$ cat src/rtl/inst_fetch.sv
// Instruction fetch unit: reads bytes over an 8-bit program memory port and
// assembles 1- or 2-byte instructions held under a valid/ready handshake.
module inst_fetch #(
  parameter logic [15:0] RESET_PC = 16'h0000
) (
  input  logic        clk,
  input  logic        rst_n,
  output logic        mem_req,
  output logic [15:0] mem_addr,
  input  logic        mem_ack,
  input  logic [7:0]  mem_data,
  output logic        inst_valid,
  input  logic        inst_ready,
  output logic [15:0] inst,
  output logic [15:0] inst_pc,
  output logic [1:0]  inst_bytes,
  input  logic        redirect,
  input  logic [15:0] redirect_pc
);

  typedef enum logic [1:0] {
    IDLE,
    FETCH_HI,
    FETCH_LO,
    HOLD
  } state_e;

  state_e      state_q, state_d;
  logic [15:0] pc_q, pc_d;
  logic [7:0]  b0_q, b0_d;
  logic        mem_req_q, mem_req_d;
  logic [15:0] mem_addr_q, mem_addr_d;
  logic        inst_valid_q, inst_valid_d;
  logic [15:0] inst_q, inst_d;
  logic [15:0] inst_pc_q, inst_pc_d;
  logic [1:0]  inst_bytes_q, inst_bytes_d;

  logic        acked;
  logic [15:0] pc_inc;

  // An ack only counts against a request we are actually driving.
  assign acked  = mem_req_q & mem_ack;
  assign pc_inc = pc_q + 16'd1;

  always_comb begin
    // NOTE: every signal gets its hold value first, so no path can infer a latch.
    state_d      = state_q;
    pc_d         = pc_q;
    b0_d         = b0_q;
    mem_req_d    = mem_req_q;
    mem_addr_d   = mem_addr_q;
    inst_valid_d = inst_valid_q;
    inst_d       = inst_q;
    inst_pc_d    = inst_pc_q;
    inst_bytes_d = inst_bytes_q;

    if (redirect) begin
      // Flush wins over everything, including a same-cycle ack.
      state_d      = FETCH_HI;
      pc_d         = redirect_pc;
      mem_req_d    = 1'b1;
      mem_addr_d   = redirect_pc;
      inst_valid_d = 1'b0;
    end else begin
      unique case (state_q)
        IDLE: begin
          state_d    = FETCH_HI;
          mem_req_d  = 1'b1;
          mem_addr_d = pc_q;
        end
        FETCH_HI: begin
          if (acked) begin
            b0_d = mem_data;
            pc_d = pc_inc;
            if (mem_data[7]) begin
              state_d    = FETCH_LO;
              mem_addr_d = pc_inc;
            end else begin
              state_d      = HOLD;
              mem_req_d    = 1'b0;
              inst_valid_d = 1'b1;
              inst_d       = {mem_data, 8'h00};
              inst_pc_d    = pc_q;
              inst_bytes_d = 2'd1;
            end
          end
        end
        FETCH_LO: begin
          if (acked) begin
            state_d      = HOLD;
            pc_d         = pc_inc;
            mem_req_d    = 1'b0;
            inst_valid_d = 1'b1;
            inst_d       = {b0_q, mem_data};
            inst_pc_d    = pc_q - 16'd1;
            inst_bytes_d = 2'd2;
          end
        end
        HOLD: begin
          if (inst_ready) begin
            state_d      = FETCH_HI;
            mem_req_d    = 1'b1;
            mem_addr_d   = pc_q;
            inst_valid_d = 1'b0;
          end
        end
        default: state_d = IDLE;
      endcase
    end
  end

  // NOTE: sequential state uses non-blocking assignment so all flops update together.
  always_ff @(posedge clk or negedge rst_n) begin
    if (!rst_n) begin
      state_q      <= IDLE;
      pc_q         <= RESET_PC;
      b0_q         <= 8'h00;
      mem_req_q    <= 1'b0;
      mem_addr_q   <= RESET_PC;
      inst_valid_q <= 1'b0;
      inst_q       <= 16'h0000;
      inst_pc_q    <= RESET_PC;
      inst_bytes_q <= 2'd0;
    end else begin
      state_q      <= state_d;
      pc_q         <= pc_d;
      b0_q         <= b0_d;
      mem_req_q    <= mem_req_d;
      mem_addr_q   <= mem_addr_d;
      inst_valid_q <= inst_valid_d;
      inst_q       <= inst_d;
      inst_pc_q    <= inst_pc_d;
      inst_bytes_q <= inst_bytes_d;
    end
  end

  assign mem_req    = mem_req_q;
  assign mem_addr   = mem_addr_q;
  assign inst_valid = inst_valid_q;
  assign inst       = inst_q;
  assign inst_pc    = inst_pc_q;
  assign inst_bytes = inst_bytes_q;

endmodule

$ cat config.mk
export PLATFORM = sky130hd
export DESIGN_NAME = inst_fetch
export DESIGN_NICKNAME = d
export VERILOG_FILES = /design/src/rtl/inst_fetch.sv
export SDC_FILE = /design/constraint.sdc
export NUM_CORES = 1
export LEC_CHECK = 0
export CORE_ASPECT_RATIO = 0.7
export CORE_MARGIN = 2
export CORE_UTILIZATION = 50
export CTS_BUF_LIST = sky130_fd_sc_hd__clkbuf_8
export DETAILED_ROUTE_END_ITERATION = 10
export PLACE_DENSITY = 0.77
export SLEW_MARGIN = 5
export SYNTH_ARGS = -nofsm -noshare
export SYNTH_HDL_FRONTEND = slang
export SYNTH_SLANG_ARGS = --single-unit
$ cat constraint.sdc
create_clock -name clk -period 2.8 [get_ports clk]
set_input_delay 0.56 -clock clk [delete_from_list [all_inputs] [get_ports clk]]
set_output_delay 0.56 -clock clk [all_outputs]
set_load 0.05 [all_outputs]
==> run summary, run 1 <==
The run finished with clean final reports. By startpoint and endpoint, the worst setup path is classified as flop to flop. The async set-reset flop share out of synthesis was 1.00. Overall power consumption: 5.74 mW.

The sum of overflow across all layers after global routing is 0, and the number of flops mapped to enable cells by yosys is 0. The xor/xnor cell area share of the yosys netlist works out to 0.0893. For the final routed database, the setup TNS stands at 0 ns. Once the clock tree was built, the resizer swapped 0 gates to a different size.

The largest buffer count on any clock path came out at 2. The half-perimeter wire length of the detailed placement result is 6870 um, and the synthesized cell area is 4020 um2. The tools report the net count after synthesis as 455. The most repeated cell in the gate-level netlist after synthesis is sky130_fd_sc_hd__dfrtp_1. For the final number of hold-violating endpoints, the log shows 0. During I/O placement, the number of pins put on the boundary was 81.

IR analysis of the VDD net gives a maximum drop of 0.683 mV. The run gives 3,353 as the number of global-route vias before repair. The worst setup path is captured at a flop. The count of unique library cells instantiated by Yosys was 45.

At the pin with the least slew margin, the transition time is 0.978 ns. The post-route clock period utilization is 0.862. At the later pin of the worst-skew pair, clock insertion delay measures 0.36 ns. The worst path arrival time was 2.65 ns; the flop and latch count out of synthesis was 78.

The floorplan step defined a die boundary enclosing 8790 um2. For the number of diodes, the log shows 0. The adder-cell share of the synthesized area is 0.0187. The most used flip-flop cell after synthesis is sky130_fd_sc_hd__dfrtp_1. Clock tree synthesis found a total of 78 sinks.

The synthesized instance count was 420; the per-cell routed wire length was 16.0 um. The total via count after detailed routing was 3,308; the upper clock frequency limit was 0.414 GHz. During placement, the flow inserted port buffers numbering 80. The worst path needs 2.41 ns of the cycle, external delays included. The tools report the post-route worst hold slack as 0.356 ns. For the sequential area share after synthesis, the log shows 0.485.

The layout filler cell count is 664. The initial core utilization was 0.513. Yosys attributes the largest share of cell area to sky130_fd_sc_hd__dfrtp_1 49%, sky130_fd_sc_hd__nand2_1 7.1%, sky130_fd_sc_hd__xnor2_1 5.7%. The run gives 9620 um as the detailed-route wire length. The path category of the worst min-delay check is input pin to asynchronous set/reset pin.

Across the whole layout, storage elements account for 1950 um2. The post-synthesis simple-gate area fraction is 0.184, and the top-area cell type share of the netlist area is 0.485. The multiplexer area fraction after synthesis works out to 0.0800.

Buffers added to address setup during post-CTS repair amount to 0. Area used by multi-input combinational logic: 1900 um2. The fraction of the mapped netlist area in compound gates works out to 0.102. TritonCTS built the clock tree.

Summed over all cells, the static leakage comes to 2.18 nW. After the last flow step, the layout net total stands at 532. The setup clock skew after layout was 0.0113 ns; the global router's overall resource usage was 0.235. The dominant combinational cell family by area after synthesis is simple AND/OR/NAND/NOR gates.

The count of antenna-violating nets left after detailed routing is 0, and the depth of the CTS H-tree is 3. Via density per instance: 5.50. After synthesis, the most frequently instantiated cells are 78 x sky130_fd_sc_hd__dfrtp_1, 76 x sky130_fd_sc_hd__nand2_1, 31 x sky130_fd_sc_hd__o21ai_0, 26 x sky130_fd_sc_hd__nor2_1, 26 x sky130_fd_sc_hd__xnor2_1. Power per unit of standard cell area: 1110 nW/um2.

The floorplan step set the die height to 79.0 um. Setup repair after global routing left no endpoint under its margin. For this block, the initial DRC count from the detailed router was 166.

The relative max-transition margin is 0.348. The most area-hungry cell type in the Yosys netlist was sky130_fd_sc_hd__dfrtp_1. For the count of TritonRoute iterations in the first routing pass, the log shows 4. Hold repair after CTS inserted 0 buffers. After detailed routing, the number of remaining DRC violations is 0. The number of pins with negative max-slew slack in the final report is 0, and the fraction of final layout cells sized beyond drive strength 1 is 0.112. The worst setup path is launched from a flop. For this run, the number of Yosys warnings is 0. The floorplan row count is 27. TritonCTS created 9 clock buffers. Number of antenna violations at the first check in global routing: 0. The tools report the placer congestion estimate as 0.895. The tool flagged a number of max-cap violations equal to 0.

The clock transition at the registers of the reported paths was 0.08 ns. From synthesis to final layout, the design area changed by 28.4%. The tools report the cell chosen for the clock root as sky130_fd_sc_hd__clkbuf_8.

The average footprint of a synthesized cell is 9.57 um2. The finished layout holds 602 standard cells, fillers aside. Counting tap cells, the placed design contains a total of 587 instances. Along the worst path, the maximum fanout reaches 23. From left edge to right edge, the die measures 111 um.

Setup violations remaining at the end of the flow were counted as 0. The data required time of the critical path was 3.04 ns. The first global-routing pass estimated 16,300 um of wire. The largest net degree at the start of global routing was 79; the floorplan core area was 7840 um2.
-- metrics by stage --
| stage | cell area (um2) | utilization | worst slack (ns) |
|---|---|---|---|
| 2_1_floorplan | 4020 | - | 0.451 |
| 3_3_place_gp | 4930 | 0.629 | 0.493 |
| 3_5_place_dp | 4930 | 0.629 | 0.445 |
| 4_1_cts | 5160 | 0.659 | 0.421 |
| 5_1_grt | 5160 | 0.659 | 0.142 |
| 6_report | 5160 | 0.659 | 0.386 |
-- placed cells by master (no fill, tap or decap), drive strengths merged, types with 3 or more instances in the layout --
master         synthesis  layout
buf                   12      16
mux2i                 13      13
clkbuf                17      10
ha                     6       6
o31ai                  6       6
o22ai                  3       3
bufinv                 0       3
a21oi                 14      14
xor2                  15      15
nand2                 76      76
nor2                  26      26
nor4                   9       9
nand3                 18      18
inv                    9      10
mux2                  17      17
or4                    3       3
dfrtp                 78      78
nor3                   8       8
nand4                  6       6
clkdlybuf4s50          0      79
a21boi                 3       3
xnor2                 26      26
o21ai                 35      35
-- power breakdown --
| part | switching, mW | internal, mW |
|---|---|---|
| clock | 0.397 | 0.607 |
| sequential | 0.298 | 1.53 |
| combinational | 1.89 | 1.02 |
-- worst paths after layout --
check,cells after the start,to,slack (ns),startpoint
max,9,inst_pc[14],0.39,state_q[0]
min,1,pc_q[14],0.36,rst_n
max reg2reg,9,inst_pc[14],0.39,state_q[0]
min reg2reg,2,inst[0],0.47,inst[0]
max in group asynchronous,1,inst_pc[1],1.81,rst_n
min in group clk,2,inst[0],0.47,inst[0]
-- critical path, stage by stage, from the launching register on --
cell                      delay [ns]
sky130_fd_sc_hd__dfrtp_1        0.42
sky130_fd_sc_hd__inv_1          0.11
sky130_fd_sc_hd__ha_1           0.16
sky130_fd_sc_hd__buf_4          0.29
sky130_fd_sc_hd__nand2_1        0.18
sky130_fd_sc_hd__nor4b_1        0.33
sky130_fd_sc_hd__buf_4          0.20
sky130_fd_sc_hd__or3b_1         0.36
sky130_fd_sc_hd__xor2_1         0.17
sky130_fd_sc_hd__o21ai_2        0.06
-- final cells by class --
class                      instances  share of cell area
multi-input combinational        304               0.369
clock buffer                      10              0.0267
tap                              101              0.0245
timing repair buffer              95               0.176
inverter                           9             0.00654
sequential                        78               0.378
clock inverter                     5              0.0191
-- sequential cells by signal, summed over array words and instances (netlist names) --
name        count
b0_q            8
state_q         2
inst_bytes      2
mem_addr       16
pc_q           16
inst_pc        16
inst_valid      1
mem_req         1
inst           16
-- logic make-up (layout without fill, tap and decap cells) --
family,Yosys count,count (layout)
and+or+nand+nor,157,157
DFF,78,78
AOI/OAI and AO/OA,70,70
xor gates and xnor gates,41,41
buffers and inverters,38,119
muxes,30,30
adders and majority gates,6,6
-- per-layer routing --
layer / share of wire / routed length (um) / global-route usage
met5: 0 / 0 / 0
met4: 0.015 / 142 / 0.0765
met3: 0.074 / 708 / 0.0702
met2: 0.45 / 4300 / 0.357
met1: 0.46 / 4470 / 0.327
(Power assumes the default switching activity.)
==> run 2, diff against run 1 <==
Settings changed: ABC_AREA from default to 1, CORE_UTILIZATION 50 to 49, PLACE_DENSITY 0.77 to 0.78.
Clock period 2.8 ns to 2 ns, I/O delays scaled along.
==> run 2 against run 1 <==
Against the previous run:
- worst hold slack worse by 0.33 ns
- global-route usage grew 3.2 points
- clock skew up 0.0012 ns
- synthesized area grew 7.3%
- largest cell class is now multi-input gates
- count of clock-buffer cells in the layout stayed put
- register-to-register slack got worse by 0.16 ns
- sequential cell count unchanged
- first-iteration DRC count grew to 3.0 times the previous value
- critical path depth shrank 8
- sequential share of layout area down 2.3 points
==> run summary, run 2 <==
The logs give 2.63 nW (+21%) for the standby leakage power and 4,189 (+27%) for the total via count after detailed routing. The number of flops mapped to enable cells by yosys is 0 (unchanged), and the overall die height is 82.5 um (+4.4%). The largest buffer count on any clock path was 2 (unchanged).

The yosys synthesis warning count was 0 (unchanged). The residual DRC count was 0 (unchanged); the detailed-route wire length was 11,700 um (+22%). For the met1 usage in global routing, the log shows 0.402 (+0.0754). The count of TritonRoute iterations in the first routing pass came out at 5 (+1). The flop and latch count out of synthesis is 78 (unchanged).

The library cell used most frequently in the layout, excluding fill and tap cells, is sky130_fd_sc_hd__nand2_1. For the number of endpoints failing setup at the final stage, the log shows 0 (unchanged). The die area was 9590 um2 (+9.1%). Grouping stages by cell kind, the critical path spends the most delay in buffers and inverters. The clock transition at the registers of the reported paths is 0.09 ns (about the same), and the net count after synthesis is 599 (+32%).

The depth of the CTS H-tree was 3 (unchanged). Leaving out fill and tap cells, the most frequent cells in the layout are 151 x sky130_fd_sc_hd__nand2_1, 78 x sky130_fd_sc_hd__dfrtp_1, 68 x sky130_fd_sc_hd__clkdlybuf4s50_1. The run gives 0.452 (-0.0331) as the sequential area share after synthesis. After synthesis, the most frequently instantiated cells are 151 x sky130_fd_sc_hd__nand2_1, 78 x sky130_fd_sc_hd__dfrtp_1, 65 x sky130_fd_sc_hd__nor2_1, 58 x sky130_fd_sc_hd__inv_1, 40 x sky130_fd_sc_hd__a21oi_1. The overall power consumption is 9.54 mW (+66%), and the power per unit of standard cell area is 1730 nW/um2 (+56%). The fraction of final layout cells sized beyond drive strength 1 came out at 0.115 (+0.00343). The peak fanout along the critical path is 2 (-91%).

The per-cell routed wire length is 15.2 um (-4.7%), and the total negative setup slack is 0 ns (unchanged). The highest ir drop seen on vdd came out at 0.955 mV (+40%). Kind of launch point of the worst setup path: a flop. The number of global-route vias before repair was 3,908 (+17%); the number of pins with negative max-slew slack in the final report was 0 (unchanged). The tools report the worst path arrival time as 1.55 ns (-1.10 ns). Number of buffers inserted for hold repair after clock tree synthesis: 0 (unchanged). Fraction of met2 tracks used by global routing: 0.395 (+0.0380).

TritonCTS built the clock tree. The async set-reset flop share out of synthesis is 1.00 (unchanged). The buffers plus inverters on the worst setup path is 1 (-2), and the post-place setup slack is 0.0210 ns (-0.424 ns). The total clock buffers created by CTS was 9 (unchanged). Setup repair after global routing left no endpoint under its margin. The run gives 0 (unchanged) as the count of antenna-violating nets left after detailed routing.

The number of DRC markers after the initial detailed-route iteration was 491 (+200%); the horizontal die dimension was 116 um (+4.5%). The net count of the finished layout was 682 (+28%). The number of antenna violations at the first check in global routing is 0 (unchanged).

The met3 track demand over resource in global routing is 0.0540 (-0.0162). The final number of hold-violating endpoints is 0 (unchanged), and the count of unique library cells instantiated by Yosys is 32 (-29%). The critical path goes through clkdlybuf4s50_1.

The initial core utilization is 0.507 (-0.00618). The largest net degree at the start of global routing is 41 (-48%), and the post-route clock period utilization is 0.973. The synthesized cell area came out at 4320 um2 (+7.3%). The most used flip-flop cell after synthesis is sky130_fd_sc_hd__dfrtp_1.

The tools report the cell chosen for the clock root as sky130_fd_sc_hd__clkbuf_8. For the global router's overall resource usage, the log shows 0.267 (+0.0316). The tools report the synthesized instance count as 564 (+34%). For this run, the top clock speed supported by timing is 0.514 GHz.

The largest stage delay on the critical path was 0.81 ns (+0.39 ns). The worst hold path belongs to the class input pin to asynchronous set/reset pin. The count of input and output buffers was 80 (unchanged); the relative max-transition margin was 0.637 (+0.289). The via density per instance is 5.43 (-1.1%). For the max-capacitance violation count, the log shows 0 (unchanged). The first-pass GRT wire length came out at 19,500 um (+19%).

The most area-hungry cell type in the Yosys netlist is sky130_fd_sc_hd__dfrtp_1. The floorplan row count was 28 (+3.7%). The latest clock arrival within the worst-skew pair is 0.35 ns (about the same), and the layout filler cell count is 747 (+13%).

Ranked by total cell area, the synthesized netlist is headed by sky130_fd_sc_hd__dfrtp_1 45%, sky130_fd_sc_hd__nand2_1 13%, sky130_fd_sc_hd__nor2_1 5.7%. The most crowded layer after global routing was met1. The data required time of the critical path came out at 1.60 ns (-1.44 ns). The most repeated cell in the gate-level netlist after synthesis was sky130_fd_sc_hd__nand2_1.

The average footprint of a synthesized cell was 7.65 um2 (-20%); the layout overhead on the synthesized area was 27.5%. The actual slew at the worst max-slew pin was 0.545 ns (-0.433 ns); the setup clock skew after layout was 0.0125 ns (+0.00124 ns). The half-perimeter wire length of the detailed placement result was 8740 um (+27%). The top-area cell type share of the netlist area is 0.452 (-0.0331). The flow ran to the end, and the final reports show no timing, DRC or antenna violations. The run gives 8510 um2 (+8.6%) as the floorplan core area. The sum of overflow across all layers after global routing is 0 (unchanged).

The share of the core filled with cells was 0.646 (-0.0126); the number of diodes was 0 (unchanged). Clock sink count: 78 (unchanged). Slowest stage cell on the critical path: sky130_fd_sc_hd__clkdlybuf4s50_1. The setup path with the least slack is of type flop to primary output. The count of boundary I/O pins was 81 (unchanged). For the placer congestion estimate, the log shows 0.929 (+3.8%). The tools report the type of destination of the critical path as a primary output.

The shortest period the worst path allows came out at 1.95 ns. For the setup slack after layout, the log shows 0.0535 ns (-0.333 ns).
==> run 2: cell types whose count changed in the layout (fill, tap and decap cells not counted), sizes merged, moves of 17 or more <==
cell / delta
xnor2: -24
a21oi: +26
mux2: -17
nor2: +46
nand2: +81
inv: +54
==> run 2: routing by layer <==
layer  share of wire  up-vias
met4           0.012        0
met1            0.47     1964
met3           0.092       19
met2            0.42      200
met5               0        -
li1                -     2006
==> run 2: final cells by class <==
| type | count | area, um2 | share of cell area |
|---|---|---|---|
| inverter | 64 | 246 | 0.0448 |
| clock buffer | 10 | 138 | 0.0250 |
| clock inverter | 5 | 98.8 | 0.0180 |
| timing repair buffer | 96 | 921 | 0.167 |
| multi-input combinational | 398 | 2000 | 0.363 |
| tap | 120 | 150 | 0.0273 |
| sequential | 78 | 1950 | 0.355 |
==> run 2: power by group <==
group	total [mW]	switching, mW	internal (mW)	leakage (nW)
clock	1.42	0.570	0.850	0.124
sequential	2.82	0.567	2.25	0.949
combinational	5.30	3.60	1.71	1.56
==> run 2: worst paths after layout <==
path                               endpoint  slack [ns]        start  cells after the start
worst max-delay path            mem_addr[4]        0.05  mem_addr[4]                      1
worst min-delay path            mem_addr[4]        0.03        rst_n                      1
worst max register to register  inst_pc[12]        0.23      pc_q[0]                      9
worst min register to register  mem_addr[0]        0.48  mem_addr[0]                      2
max in group asynchronous       inst_pc[13]        1.37        rst_n                      2
min in group clk                mem_addr[0]        0.48  mem_addr[0]                      2
==> run 2: logic make-up (layout without fill, tap and decap cells) <==
group | count (synthesis) | count (layout) | share of synthesized area
adder cells (fa/ha/maj) | 6 | 6 | 0.0174
AO/OA/AOI/OAI | 110 | 110 | 0.156
XOR/XNOR | 10 | 10 | 0.0203
AND/OR/NAND/NOR | 272 | 272 | 0.265
flip-flops | 78 | 78 | 0.452
buffers and inverters | 88 | 175 | 0.0887
==> run 2: repair_timing <==
action                                  in CTS  in global routing
resized for setup                            0                  5
buffers inserted                             0                  1
endpoints found under the setup margin       0                 13
==> run 2: stage by stage <==
stage                     cell area, um2  hold slack (ns)  cells
final                               5500           0.0303    771
after global routing                5500           0.0706    771
after floorplan                     4320            0.104    564
after detailed placement            5240            0.426    755
after global placement              5240            0.424    755
after CTS                           5470           0.0399    770
